$ cat src/rtl/mux_arbiter_if.sv
// rtl/mux_arbiter_if.sv - requester, downstream and status signals of the 2:1 mux arbiter
interface mux_arbiter_if #(
    parameter int WIDTH = 6
);
    logic             req_a;
    logic [WIDTH-1:0] data_a;
    logic             req_b;
    logic [WIDTH-1:0] data_b;
    logic             out_ready;
    logic             sel;
    logic             out_valid;
    logic [WIDTH-1:0] out_data;
    logic             grant_a;
    logic             grant_b;
    logic [7:0]       cnt_a;
    logic [7:0]       cnt_b;

    modport slave (
        input  req_a, data_a, req_b, data_b, out_ready,
        output sel, out_valid, out_data, grant_a, grant_b, cnt_a, cnt_b
    );

    modport master (
        output req_a, data_a, req_b, data_b, out_ready,
        input  sel, out_valid, out_data, grant_a, grant_b, cnt_a, cnt_b
    );
endinterface

$ cat src/rtl/mux_arbiter.sv
// rtl/mux_arbiter.sv - round-robin two-requester arbiter driving a registered shared 2:1 mux
module mux_arbiter #(
    parameter int WIDTH = 6
) (
    input  logic          clk,
    input  logic          rst_n,
    mux_arbiter_if.slave  bus
);
    localparam logic [0:0] ST_IDLE = 1'b0;
    localparam logic [0:0] ST_BUSY = 1'b1;

    logic [0:0]       state;
    logic             sel_q;
    logic             valid_q;
    logic [WIDTH-1:0] data_q;
    logic             last_q;
    logic [7:0]       cnt_a_q;
    logic [7:0]       cnt_b_q;
    logic             pick;
    logic             done;

    // On a tie the requester that did not win last time goes next (last=1 means B).
    always_comb begin
        pick = 1'b0;
        if (bus.req_a && bus.req_b) begin
            pick = ~last_q;
        end else if (bus.req_b) begin
            pick = 1'b1;
        end
    end

    assign done = (state == ST_BUSY) && bus.out_ready;

    always_ff @(posedge clk or negedge rst_n) begin
        if (!rst_n) begin
            state   <= ST_IDLE;
            sel_q   <= 1'b0;
            valid_q <= 1'b0;
            data_q  <= '0;
            last_q  <= 1'b1;
            cnt_a_q <= 8'd0;
            cnt_b_q <= 8'd0;
        end else begin
            case (state)
                ST_IDLE: begin
                    if (bus.req_a || bus.req_b) begin
                        sel_q   <= pick;
                        data_q  <= pick ? bus.data_b : bus.data_a;
                        valid_q <= 1'b1;
                        state   <= ST_BUSY;
                    end
                end
                default: begin
                    if (bus.out_ready) begin
                        valid_q <= 1'b0;
                        last_q  <= sel_q;
                        state   <= ST_IDLE;
                        if (sel_q) begin
                            cnt_b_q <= cnt_b_q + 8'd1;
                        end else begin
                            cnt_a_q <= cnt_a_q + 8'd1;
                        end
                    end
                end
            endcase
        end
    end

    assign bus.sel       = sel_q;
    assign bus.out_valid = valid_q;
    assign bus.out_data  = data_q;
    assign bus.grant_a   = done && !sel_q;
    assign bus.grant_b   = done && sel_q;
    assign bus.cnt_a     = cnt_a_q;
    assign bus.cnt_b     = cnt_b_q;
endmodule

$ cat src/flat_wrapper.sv
// flat-port wrapper written by rule: the top's interface ports become plain ports
module mux_arbiter_flat 
#(
    parameter int WIDTH = 6
)
  (clk, rst_n, bus_req_a, bus_data_a, bus_req_b, bus_data_b, bus_out_ready, bus_sel, bus_out_valid, bus_out_data, bus_grant_a, bus_grant_b, bus_cnt_a, bus_cnt_b);
  mux_arbiter_if #(.WIDTH(WIDTH)) bus_i ();
  input  logic clk;
  input  logic rst_n;
  input wire logic [$bits(bus_i.req_a)-1:0] bus_req_a;
  input wire logic [$bits(bus_i.data_a)-1:0] bus_data_a;
  input wire logic [$bits(bus_i.req_b)-1:0] bus_req_b;
  input wire logic [$bits(bus_i.data_b)-1:0] bus_data_b;
  input wire logic [$bits(bus_i.out_ready)-1:0] bus_out_ready;
  output wire logic [$bits(bus_i.sel)-1:0] bus_sel;
  output wire logic [$bits(bus_i.out_valid)-1:0] bus_out_valid;
  output wire logic [$bits(bus_i.out_data)-1:0] bus_out_data;
  output wire logic [$bits(bus_i.grant_a)-1:0] bus_grant_a;
  output wire logic [$bits(bus_i.grant_b)-1:0] bus_grant_b;
  output wire logic [$bits(bus_i.cnt_a)-1:0] bus_cnt_a;
  output wire logic [$bits(bus_i.cnt_b)-1:0] bus_cnt_b;
  assign bus_i.req_a = bus_req_a;
  assign bus_i.data_a = bus_data_a;
  assign bus_i.req_b = bus_req_b;
  assign bus_i.data_b = bus_data_b;
  assign bus_i.out_ready = bus_out_ready;
  assign bus_sel = bus_i.sel;
  assign bus_out_valid = bus_i.out_valid;
  assign bus_out_data = bus_i.out_data;
  assign bus_grant_a = bus_i.grant_a;
  assign bus_grant_b = bus_i.grant_b;
  assign bus_cnt_a = bus_i.cnt_a;
  assign bus_cnt_b = bus_i.cnt_b;
  mux_arbiter #(.WIDTH(WIDTH)) u_core (.clk(clk), .rst_n(rst_n), .bus(bus_i));
endmodule
$ cat config.mk
export PLATFORM = sky130hd
export DESIGN_NAME = mux_arbiter_flat
export DESIGN_NICKNAME = d
export VERILOG_FILES = /design/src/rtl/mux_arbiter_if.sv /design/src/rtl/mux_arbiter.sv /design/src/flat_wrapper.sv
export SDC_FILE = /design/constraint.sdc
export NUM_CORES = 1
export LEC_CHECK = 0
export BUFFER_PORTS_ARGS = -buffer_cell sky130_fd_sc_hd__buf_4
export CORE_ASPECT_RATIO = 1.5
export CORE_MARGIN = 2
export CORE_UTILIZATION = 50
export CTS_BUF_LIST = sky130_fd_sc_hd__clkbuf_2 sky130_fd_sc_hd__clkbuf_4 sky130_fd_sc_hd__clkbuf_8
export CTS_CLUSTER_DIAMETER = 80
export DETAILED_ROUTE_END_ITERATION = 10
export GPL_ROUTABILITY_DRIVEN = 0
export HOLD_SLACK_MARGIN = 0.03
export PLACE_DENSITY = 0.78
export SYNTH_ARGS = -nofsm -noshare
export SYNTH_HDL_FRONTEND = slang
export SYNTH_SLANG_ARGS = --single-unit
$ cat constraint.sdc
create_clock -name clk -period 1.7 [get_ports clk]
set_input_delay 0.34 -clock clk [delete_from_list [all_inputs] [get_ports clk]]
set_output_delay 0.34 -clock clk [all_outputs]
set_load 0.1 [all_outputs]
After elaboration in Yosys (flattened, before gate mapping)
Cells that the tools add are included.
Widths: inputs -> output; s select.
{ "totals": {"ff_bits": 26, "in_bits": 17, "word_cells": 34} }
{ "op_classes": {"n_addsub": 2, "eq_ne": 1, "muxes": 9, "n_bitwise": 3, "n_reduce_logical": 12} }
{ "ops": {"columns": ["operator", "count"], "rows": [
  ["$add 8x1->8 const B", 2],
  ["$mux 1", 8],
  ["$mux 6", 1],
  ["$reduce_and 2->1", 3],
  ["$reduce_and 3->1", 2],
  ["$logic_and 1x1->1", 4],
  ["$not 1->1", 3],
  ["$ne 2x2->1 const B", 1],
  ["$reduce_bool 2->1", 1],
  ["$logic_not 1->1", 1],
  ["$logic_or 1x1->1", 1]
]} }

Longest topological paths before layout
Gate-level depths: netlist of the first run.
{ "logic_depth": {"depth_word": 3, "depth_mapped": 4} }

Worst setup path after synthesis of the first run
No wires, ideal clock.
{ "synth_timing": {"path_kind": "register -> register", "start": "register u_core.sel_q, in the netlist u_core.bus.sel", "end": "register u_core.cnt_b_q[1], in the netlist u_core.bus.cnt_b[1]", "setup_time_ns": 0.126, "arrival_ns": 1.892, "slack_ns": -0.318, "stages_incl_launch_ff": 4, "path_buffers": 1, "synth_period_minus_slack_ns": 2.018, "cell_sequence": "dfrtp_1 > and3_1 > buf_4 > mux2_2"} }
{ "synth_between": {"elab_chain_len": 1} }
{ "synth_lines": {"columns": ["element", "line_no", "text"], "rows": [
  ["from (decl)", "mux_arbiter.sv:13", "logic sel_q;"],
  ["from (signal assigned)", "mux_arbiter.sv:47", "sel_q <= pick;"],
  ["$reduce_and 3->1 (no source line)", null, null],
  ["to (signal assigned)", "mux_arbiter.sv:59", "cnt_b_q <= cnt_b_q + 8'd1;"],
  ["to (decl)", "mux_arbiter.sv:18", "logic [7:0] cnt_b_q;"]
]} }
No other way between the ends.
A chain may end at the register's enable or synchronous reset.

Worst setup path after layout of the first run
{ "layout_timing": {"start": "register u_core.sel_q, in the netlist u_core.bus.sel", "end": "output port bus_grant_a"} }
{ "layout_between": {"elab_chain_len": 2} }
{ "layout_lines": {"columns": ["element", "line_no", "text"], "rows": [
  ["$logic_not 1->1", "mux_arbiter.sv:72", "assign bus.grant_a = done && !sel_q;"],
  ["$logic_and 1x1->1", "mux_arbiter.sv:72", null],
  ["to (decl)", "flat_wrapper.sv:18", "output wire logic [$bits(bus_i.grant_a)-1:0] bus_grant_a;"]
]} }
No other way between the ends.

==> results of run 1 <==
==> critical path, delay by kind of cell, from the launching register on <==
kind                   cells  cell delay, ns
flip-flops                 1            0.53
AND/OR/NAND/NOR            1            0.29
buffers and inverters      1            0.18
==> flip-flops by register name, indices dropped and copies added, names as in the netlist <==
| signal | count |
|---|---|
| u_core.bus.out_valid | 1 |
| u_core.bus.sel | 1 |
| u_core.state | 1 |
| u_core.bus.cnt_b | 8 |
| u_core.bus.cnt_a | 8 |
| u_core.bus.out_data | 6 |
| u_core.last_q | 1 |
==> worst max-delay path by stage <==
stage	slack (ns)	start	to
after floorplan	0.0003	u_core.bus.cnt_a[1]	u_core.bus.cnt_a[4]
after global placement	0.25	u_core.bus.sel	bus_grant_a
after detailed placement	0.24	u_core.bus.sel	bus_grant_a
after CTS	0.03	u_core.bus.sel	bus_grant_a
after global routing	0.001	u_core.bus.sel	bus_grant_a
final	0.05	u_core.bus.sel	bus_grant_a
==> cell families (layout without fill, tap and decap cells) <==
family,count (synthesis),in the layout,synth area share (%)
adder cells (fa/ha/maj),2,2,2.127
AND/OR/NAND/NOR,30,30,14.89
AO/OA/AOI/OAI,12,12,6.703
flip-flops,26,26,55.43
XOR/XNOR,14,14,10.43
multiplexers,8,8,7.340
buffers and inverters,6,53,3.086
==> power groups by stage <==
stage	registers [mW]	logic (mW)	clock network, mW
after floorplan	2.16	0.328	0
after global placement	1.02	1.85	0
after detailed placement	1.03	1.88	0
after CTS	1.02	1.89	0.295
after global routing	1.05	1.96	0.317
final	1.02	1.89	0.281
==> cells in the final DEF, fill, tap and decap left out <==
master,n
inv_1,2
and3b_2,1
o21bai_1,1
o21ai_0,7
ha_1,2
buf_12,1
mux2_2,1
nor2_1,1
mux2_4,1
mux2i_1,6
nand4b_1,1
buf_4,45
nor4_2,2
dfrtp_4,1
nand2_1,11
nor3_1,3
a21bo_2,1
o31a_2,1
nand2_4,1
nand4_1,6
and3_1,2
xor2_1,8
a21boi_0,1
clkbuf_4,4
dfstp_2,1
nand3_1,2
dlygate4sd3_1,1
dfrtp_1,16
dfrtp_2,8
xnor2_1,6
a21o_2,1
==> layout make-up <==
cell class / count / area (um2) / area share (%)
Clock buffer: 4 / 30.03 / 1.891
Inverter: 2 / 7.507 / 0.4728
Sequential cell: 26 / 665.6 / 41.92
Multi-Input combinational cell: 66 / 488.0 / 30.73
Timing Repair Buffer: 47 / 367.9 / 23.17
Tap cell: 23 / 28.78 / 1.812
==> what timing repair did <==
action | CTS | global route
setup endpoints to repair | 1 | 2
endpoints found under the hold margin | 25 | 0
hold buffers | 1 | 0
resized for setup | 3 | 1
cloned | 0 | 0
buffers inserted | 1 | 1
==> layer usage <==
metal,track usage (%),share of wire (%),vias to the layer above
li1,-,-,433
met1,21.72,38,440
met2,34.56,56,29
met3,4.011,5.7,2
met4,6.439,0.52,0
met5,0,0,-
==> stage by stage <==
step / hold slack (ns) / cell area (um2) / power (mW)
3_3_place_gp: 0.2589 / 1519 / 2.872
6_report: 0.2585 / 1588 / 3.188
3_5_place_dp: 0.2623 / 1519 / 2.908
4_1_cts: 0.2496 / 1579 / 3.212
5_1_grt: 0.2574 / 1588 / 3.328
2_1_floorplan: 0.04441 / 1189 / 2.486
==> impl_metrics.csv, run 1 <==
group,metric,value,unit
layout,instances_no_fill,168,
flow_run,drv_cap,0,
yosys,synth_most_common_cell,"dfrtp_1",
yosys,ys.flop_type,"dfrtp_1",
route,drtIter0Drc,7,
worst_setup_path,crit_path_cell_trace,"and3b_2 -> buf_12",
die,dieArea,2764,um2
sta,tightest_slew,0.3191,ns
power_and_ir_drop,p_leak,0.8026,nW
worst_setup_path,cpMaxStageDelayCell,"dfrtp_4",
worst_setup_path,crit_path_end_kind,"output port",
power_and_ir_drop,intPower,1.342,mW
route,routed_wl,2292,um
layout,syn_to_final_growth,35.00,%
yosys,synth_cells,98,
worst_setup_path,r2r_setup_slack,0.34,ns
layout,post-route-util,71.09,%
yosys,ys_top_cells_by_count,"dfrtp_1 (25), nand2_1 (11), xor2_1 (8)",
clock_tree,clock_sinks,26,
clock_tree,insertion_delay,0.31,ns
worst_setup_path,start_kind,"flip-flop",
yosys,synth_edf_count,0,
die,start_util,52.66,%
layout,drive_above_1_share,47.59,%
hold_path,min_from,"bus_req_a",
layout,fillerInstances,186,
sta,layout_setup_ws,0.05081,ns
layout,nets,165,
hold_path,min_to,"u_core.state",
worst_setup_path,r2r-start,"u_core.bus.sel",
global_route,gr-total-overflow,0,
route,drt_pass1_iterations,2,
yosys,syn-cell-area,1176,um2
power_and_ir_drop,p_seq_share,32.0,%
worst_setup_path,critPathKind,"flip-flop to output port",
route,ant_nets,0,
clock_tree,htree_levels,1,
die,design.core.area,2233,um2
sta,setup_violations,0,
sta,tns,0,ns
power_and_ir_drop,clockPowerShare,8.8,%
die,pin_count,43,
hold_path,whs_path_depth,2,
route,vias,904,
clock_tree,clk_path_buf_depth,2,
worst_setup_path,crit_path_max_fanout,6,
placed_design,placed_cells,161,
sta,min_period,1.649,ns
placed_design,port_buffers,42,
power_and_ir_drop,switching_share,57.90,%
sta,clock_skew,0.009857,ns
yosys,syn_nets,117,
yosys,yosysTopAreaCell,"dfrtp_1",
placed_design,pre_cts_ws,0.2424,ns
yosys,ys_seq_area_share,55.43,%
route,routedWlPerCell,13.64,um
power_and_ir_drop,p_per_area,2008,nW/um2
global_route,grt_pass1_vias,976,
clock_tree,cts_buffers,3,
layout,n_antenna_cell,0,
sta,slew_headroom,78.73,%
route,routed_via_density,5.381,
yosys,yosys_warnings,0,
worst_setup_path,required,1.36,ns
yosys,ys_async_sr_fraction,100.0,%
die,dieHeight,63.40,um
sta,max_freq,606.4,MHz
global_route,antenna_found_initial,0,
global_route,grt_start_max_net_pins,27,
power_and_ir_drop,combPwrFrac,59.2,%
placed_design,dp_hpwl,1765,um
clock_tree,clk_transition_reported_paths,0.14,ns
yosys,synth_cell_types,28,
clock_tree,cts_tree,"done",
sta,slew_viol_final,0,
route,drc,0,
sta,hold_viol_final,0,
worst_setup_path,r2r_end,"u_core.bus.cnt_a[1]",
status,status,"complete, no violations",
yosys,postSynthAreaPerCell,12.00,um2
yosys,netlist.area_leader.share,53.19,%
yosys,synth_area_leaders,"dfrtp_1 (53%), xor2_1 (6.0%), mux2i_1 (5.1%)",
power_and_ir_drop,vdd_drop_max,1.108,mV
global_route,grt_pass1_wl,4153,um
yosys,ys_ff_latch,26,
sta,finalCritPeriodShare,97.01,%
die,die_w,43.60,um
worst_setup_path,cpPeakStageDelay,0.53,ns
die,num_rows,21,
worst_setup_path,cp.arrival,1.31,ns
sta,rsz0062_at_grt,"no",
clock_tree,cts_root_buffer,"clkbuf_4",
global_route,groute.usage.overall,19.30,%
power_and_ir_drop,switchingPower,1.846,mW
worst_setup_path,rr_worst_depth,3,
hold_path,hold_class,"input pin to flip-flop",
No activity file was read; power rests on OpenSTA's default activity.
==> inputs of run 2 (changes only) <==
--- a/config.mk
+++ b/config.mk
@@ -15,6 +15,7 @@
 export GPL_ROUTABILITY_DRIVEN = 0
 export HOLD_SLACK_MARGIN = 0.03
 export PLACE_DENSITY = 0.78
+export RECOVER_POWER = 25
 export SYNTH_ARGS = -nofsm -noshare
 export SYNTH_HDL_FRONTEND = slang
 export SYNTH_SLANG_ARGS = --single-unit
==> impl_metrics.csv, run 2 (synthesized netlist as in run 1, its figures left out) <==
group,metric,value,unit
status,status,"complete, no violations",
die,dieHeight,63.40,um
die,dieArea,2764,um2
route,routed_via_density,5.381,
route,drc,0,
global_route,use_met1,21.72,%
global_route,grt_start_max_net_pins,27,
power_and_ir_drop,intPower,1.341,mW
worst_setup_path,required,1.36,ns
layout,fillerInstances,187,
placed_design,dp_hpwl,1765,um
worst_setup_path,crit_path_end_kind,"output port",
power_and_ir_drop,p_seq_share,32.0,%
clock_tree,insertion_delay,0.31,ns
global_route,gr-total-overflow,0,
clock_tree,htree_levels,1,
worst_setup_path,critPathKind,"flip-flop to output port",
global_route,use_met2,34.56,%
die,design.core.area,2233,um2
power_and_ir_drop,switching_share,57.91,%
placed_design,placed_area,1519,um2
global_route,groute.usage.overall,19.30,%
route,drtIter0Drc,7,
global_route,grt_pass1_vias,976,
route,routed_wl,2291,um
layout,final_area,1585,um2
layout,layout_common_cells,"buf_4 (44), dfrtp_1 (16), nand2_1 (11)",
sta,rsz0062_at_grt,"no",
worst_setup_path,start_kind,"flip-flop",
clock_tree,clk_transition_reported_paths,0.14,ns
sta,setup_violations,0,
clock_tree,cts_buffers,3,
sta,tightest_slew,0.6162,ns
clock_tree,cts_root_buffer,"clkbuf_4",
power_and_ir_drop,switchingPower,1.846,mW
sta,finalCritPeriodShare,97.01,%
sta,slew_viol_final,0,
die,pin_count,43,
sta,clock_skew,0.009857,ns
sta,slew_headroom,58.92,%
global_route,grt_use_met3,4.011,%
clock_tree,clk_path_buf_depth,2,
route,drt_pass1_iterations,2,
layout,drive_above_1_share,47.59,%
sta,layout_setup_ws,0.05081,ns
hold_path,hold_class,"input pin to flip-flop",
clock_tree,clock_sinks,26,
die,start_util,52.66,%
flow_run,drv_cap,0,
global_route,grt-busiest-layer,"met2",
power_and_ir_drop,p_leak,0.8019,nW
layout,n_antenna_cell,0,
sta,hold_viol_final,0,
route,routedWlPerCell,13.64,um
route,ant_nets,0,
sta,min_period,1.649,ns
global_route,grt_pass1_wl,4153,um
placed_design,port_buffers,42,
power_and_ir_drop,vdd_drop_max,1.108,mV
die,die_w,43.60,um
layout,final_common_cell,"buf_4",
layout,nets,165,
worst_setup_path,crit_path_max_fanout,6,
sta,tns,0,ns
placed_design,pre_cts_ws,0.2424,ns
clock_tree,cts_tree,"done",
route,vias,904,
power_and_ir_drop,p_per_area,2010,nW/um2
power_and_ir_drop,combPwrFrac,59.2,%
die,num_rows,21,
sta,max_freq,606.4,MHz
global_route,antenna_found_initial,0,
layout,syn_to_final_growth,34.79,%
worst_setup_path,cp.arrival,1.31,ns
power_and_ir_drop,clockPowerShare,8.8,%
run 2: cell types whose count changed in the layout (fill, tap and decap cells not counted), sizes merged:
cell    before  now
clkbuf       4    5
buf         46   45
run 2: per-stage QoR:
step / hold slack (ns) / util, % / power [mW] / instances
2_1_floorplan: 0.04441 / - / 2.486 / 98
3_3_place_gp: 0.2589 / 68.01 / 2.872 / 161
3_5_place_dp: 0.2623 / 68.01 / 2.908 / 161
4_1_cts: 0.2496 / 70.70 / 3.212 / 167
5_1_grt: 0.2574 / 70.98 / 3.328 / 168
6_report: 0.2585 / 70.98 / 3.187 / 168
run 2: power groups by stage:
stage | Sequential, mW | Combinational (mW) | Clock (mW)
after global routing | 1.05 | 1.96 | 0.317
after detailed placement | 1.03 | 1.88 | 0
after floorplan | 2.16 | 0.328 | 0
final | 1.02 | 1.89 | 0.281
after CTS | 1.02 | 1.89 | 0.295
after global placement | 1.02 | 1.85 | 0
run 2: per-layer routing:
| layer | part of all wire (%) | vias up |
|---|---|---|
| met4 | 0.52 | 0 |
| met3 | 5.7 | 2 |
| met5 | 0 | - |
| met1 | 38 | 440 |
| met2 | 56 | 29 |
| li1 | - | 433 |
run 2: worst paths after layout:
check / startpoint / endpoint / slack (ns) / cells after the start
min in group asynchronous: rst_n / u_core.bus.cnt_a[2] / 0.55 / 2
max in group asynchronous: rst_n / u_core.bus.sel / 0.69 / 2
hold reg to reg: u_core.bus.cnt_a[7] / u_core.bus.cnt_a[7] / 0.47 / 1
setup reg to reg: u_core.bus.sel / u_core.bus.cnt_a[1] / 0.34 / 3
hold / removal: bus_req_a / u_core.state / 0.26 / 2
setup / recovery: u_core.bus.sel / bus_grant_a / 0.05 / 2
run 2: cell type report:
class	count	area, um2	share of cell area (%)
multi-input cells	66	488.0	30.78
well taps	23	28.78	1.815
flip-flops and latches	26	665.6	41.99
inverters	2	7.507	0.4736
repair buffers	47	365.4	23.05
clock buffers	4	30.03	1.894
run 2: timing repair:
| item | in CTS | in global routing |
|---|---|---|
| hold buffers | 1 | 0 |
| setup endpoints to repair | 1 | 2 |
| endpoints found under the hold margin | 25 | 0 |
| setup buffers | 1 | 1 |
| cloned | 0 | 0 |
| pin swaps | 0 | 0 |
| gates resized for setup | 3 | 1 |
run 2: critical path, stage by stage (launching register included):
cell	delay, ns
dfrtp_4	0.53
and3b_2	0.29
buf_12	0.18
==> inputs of run 3 (changes only) <==
--- a/config.mk
+++ b/config.mk
@@ -6,15 +6,17 @@
 export NUM_CORES = 1
 export LEC_CHECK = 0
 export BUFFER_PORTS_ARGS = -buffer_cell sky130_fd_sc_hd__buf_4
+export CELL_PAD_IN_SITES_DETAIL_PLACEMENT = 1
+export CELL_PAD_IN_SITES_GLOBAL_PLACEMENT = 1
 export CORE_ASPECT_RATIO = 1.5
 export CORE_MARGIN = 2
-export CORE_UTILIZATION = 50
+export CORE_UTILIZATION = 39
 export CTS_BUF_LIST = sky130_fd_sc_hd__clkbuf_2 sky130_fd_sc_hd__clkbuf_4 sky130_fd_sc_hd__clkbuf_8
 export CTS_CLUSTER_DIAMETER = 80
 export DETAILED_ROUTE_END_ITERATION = 10
 export GPL_ROUTABILITY_DRIVEN = 0
 export HOLD_SLACK_MARGIN = 0.03
-export PLACE_DENSITY = 0.78
+export PLACE_DENSITY = 0.79
 export RECOVER_POWER = 25
 export SYNTH_ARGS = -nofsm -noshare
 export SYNTH_HDL_FRONTEND = slang
==> impl_metrics.csv, run 3 (synthesized netlist as in run 1, its figures left out) <==
group,metric,value,unit
status,status,"complete, no violations",
layout,nets,163,
route,routed_via_density,5.060,
die,pin_count,43,
sta,rsz0062_at_grt,"no",
sta,setup_violations,0,
layout,fillerInstances,340,
hold_path,hold_class,"input pin to flip-flop",
die,dieHeight,71.26,um
worst_setup_path,start_kind,"flip-flop",
sta,hold_viol_final,0,
clock_tree,cts_root_buffer,"clkbuf_8",
sta,tns,0,ns
route,routedWlPerCell,14.55,um
worst_setup_path,required,1.36,ns
die,design.core.area,2883,um2
worst_setup_path,critPathKind,"flip-flop to output port",
layout,layout.area.seq,664.4,um2
route,ant_nets,0,
sta,max_freq,618.9,MHz
global_route,antenna_found_initial,0,
worst_setup_path,cp.arrival,1.28,ns
flow_run,drv_cap,0,
layout,final_area,1634,um2
sta,layout_setup_ws,0.08435,ns
power_and_ir_drop,vdd_drop_max,1.280,mV
clock_tree,htree_levels,1,
sta,min_period,1.616,ns
sta,fin_hold_ws,0.3227,ns
placed_design,port_buffers,42,
clock_tree,clk_transition_reported_paths,0.09,ns
die,num_rows,24,
worst_setup_path,crit_path_end_kind,"output port",
sta,tightest_slew,0.6402,ns
die,dieArea,3480,um2
power_and_ir_drop,power,3.417,mW
worst_setup_path,crit_path_max_fanout,7,
die,start_util,40.80,%
route,routed_wl,2648,um
global_route,grt_pass1_vias,1050,
layout,multi_input_area,493.0,um2
global_route,grt_start_max_net_pins,27,
power_and_ir_drop,p_per_area,2091,nW/um2
power_and_ir_drop,p_leak,0.8079,nW
placed_design,placed_area,1531,um2
clock_tree,cts_buffers,3,
clock_tree,insertion_delay,0.27,ns
route,vias,921,
clock_tree,clock_sinks,26,
clock_tree,cts_tree,"done",
layout,instances_no_fill,182,
route,drtIter0Drc,8,
global_route,groute.usage.overall,17.86,%
placed_design,pre_cts_ws,0.2272,ns
layout,drive_above_1_share,46.85,%
sta,slew_headroom,57.32,%
clock_tree,clk_path_buf_depth,2,
layout,final_common_cell,"buf_4",
layout,layout_common_cells,"buf_4 (41), dfrtp_1 (17), nand2_1 (11)",
placed_design,placed_cells,176,
sta,finalCritPeriodShare,95.04,%
global_route,grt_pass1_wl,4892,um
sta,slew_viol_final,0,
route,drc,0,
placed_design,dp_hpwl,2006,um
sta,clock_skew,0.002958,ns
layout,n_antenna_cell,0,
layout,syn_to_final_growth,38.94,%
layout,post-route-util,56.68,%
global_route,gr-total-overflow,0,
route,drt_pass1_iterations,4,
die,die_w,48.84,um
run 3: path summary, 6_finish.rpt:
| path | cells past startpoint | slack [ns] | startpoint | end |
|---|---|---|---|---|
| setup / recovery | 2 | 0.08 | u_core.bus.sel | bus_grant_a |
| hold / removal | 2 | 0.32 | bus_req_b | u_core.state |
| setup reg to reg | 3 | 0.33 | u_core.bus.sel | u_core.bus.cnt_a[1] |
| hold reg to reg | 1 | 0.48 | u_core.bus.cnt_a[7] | u_core.bus.cnt_a[7] |
| max in group asynchronous | 2 | 0.61 | rst_n | u_core.bus.sel |
| min in group asynchronous | 2 | 0.62 | rst_n | u_core.bus.cnt_a[3] |
run 3: layer usage:
metal | GRT usage (%) | part of all wire [%]
met4 | 6.667 | 1.7
met2 | 33.18 | 56
met5 | 0 | 0
met3 | 3.958 | 7.0
met1 | 19.67 | 35
run 3: area by class of cell:
| class | count | area share, % |
|---|---|---|
| flip-flops and latches | 26 | 40.66 |
| repair buffers | 45 | 21.36 |
| clock buffers | 3 | 2.527 |
| inverters | 2 | 0.4594 |
| multi-input cells | 66 | 30.17 |
| clock inverters | 1 | 1.838 |
| well taps | 39 | 2.986 |
run 3: power by group:
part | switching, mW | internal (mW)
Clock | 0.193 | 0.315
Combinational | 1.47 | 0.415
Sequential | 0.215 | 0.810
run 3: repair_timing:
item / CTS / global route
buffers inserted: 1 / 0
resized for setup: 4 / 1
hold buffers: 1 / 0
endpoints found under the hold margin: 25 / 0
setup endpoints to repair: 2 / 1
run 3: critical path: stages, from the launching register on:
cell     delay, ns
dfrtp_4       0.52
and3b_2       0.28
buf_8         0.20
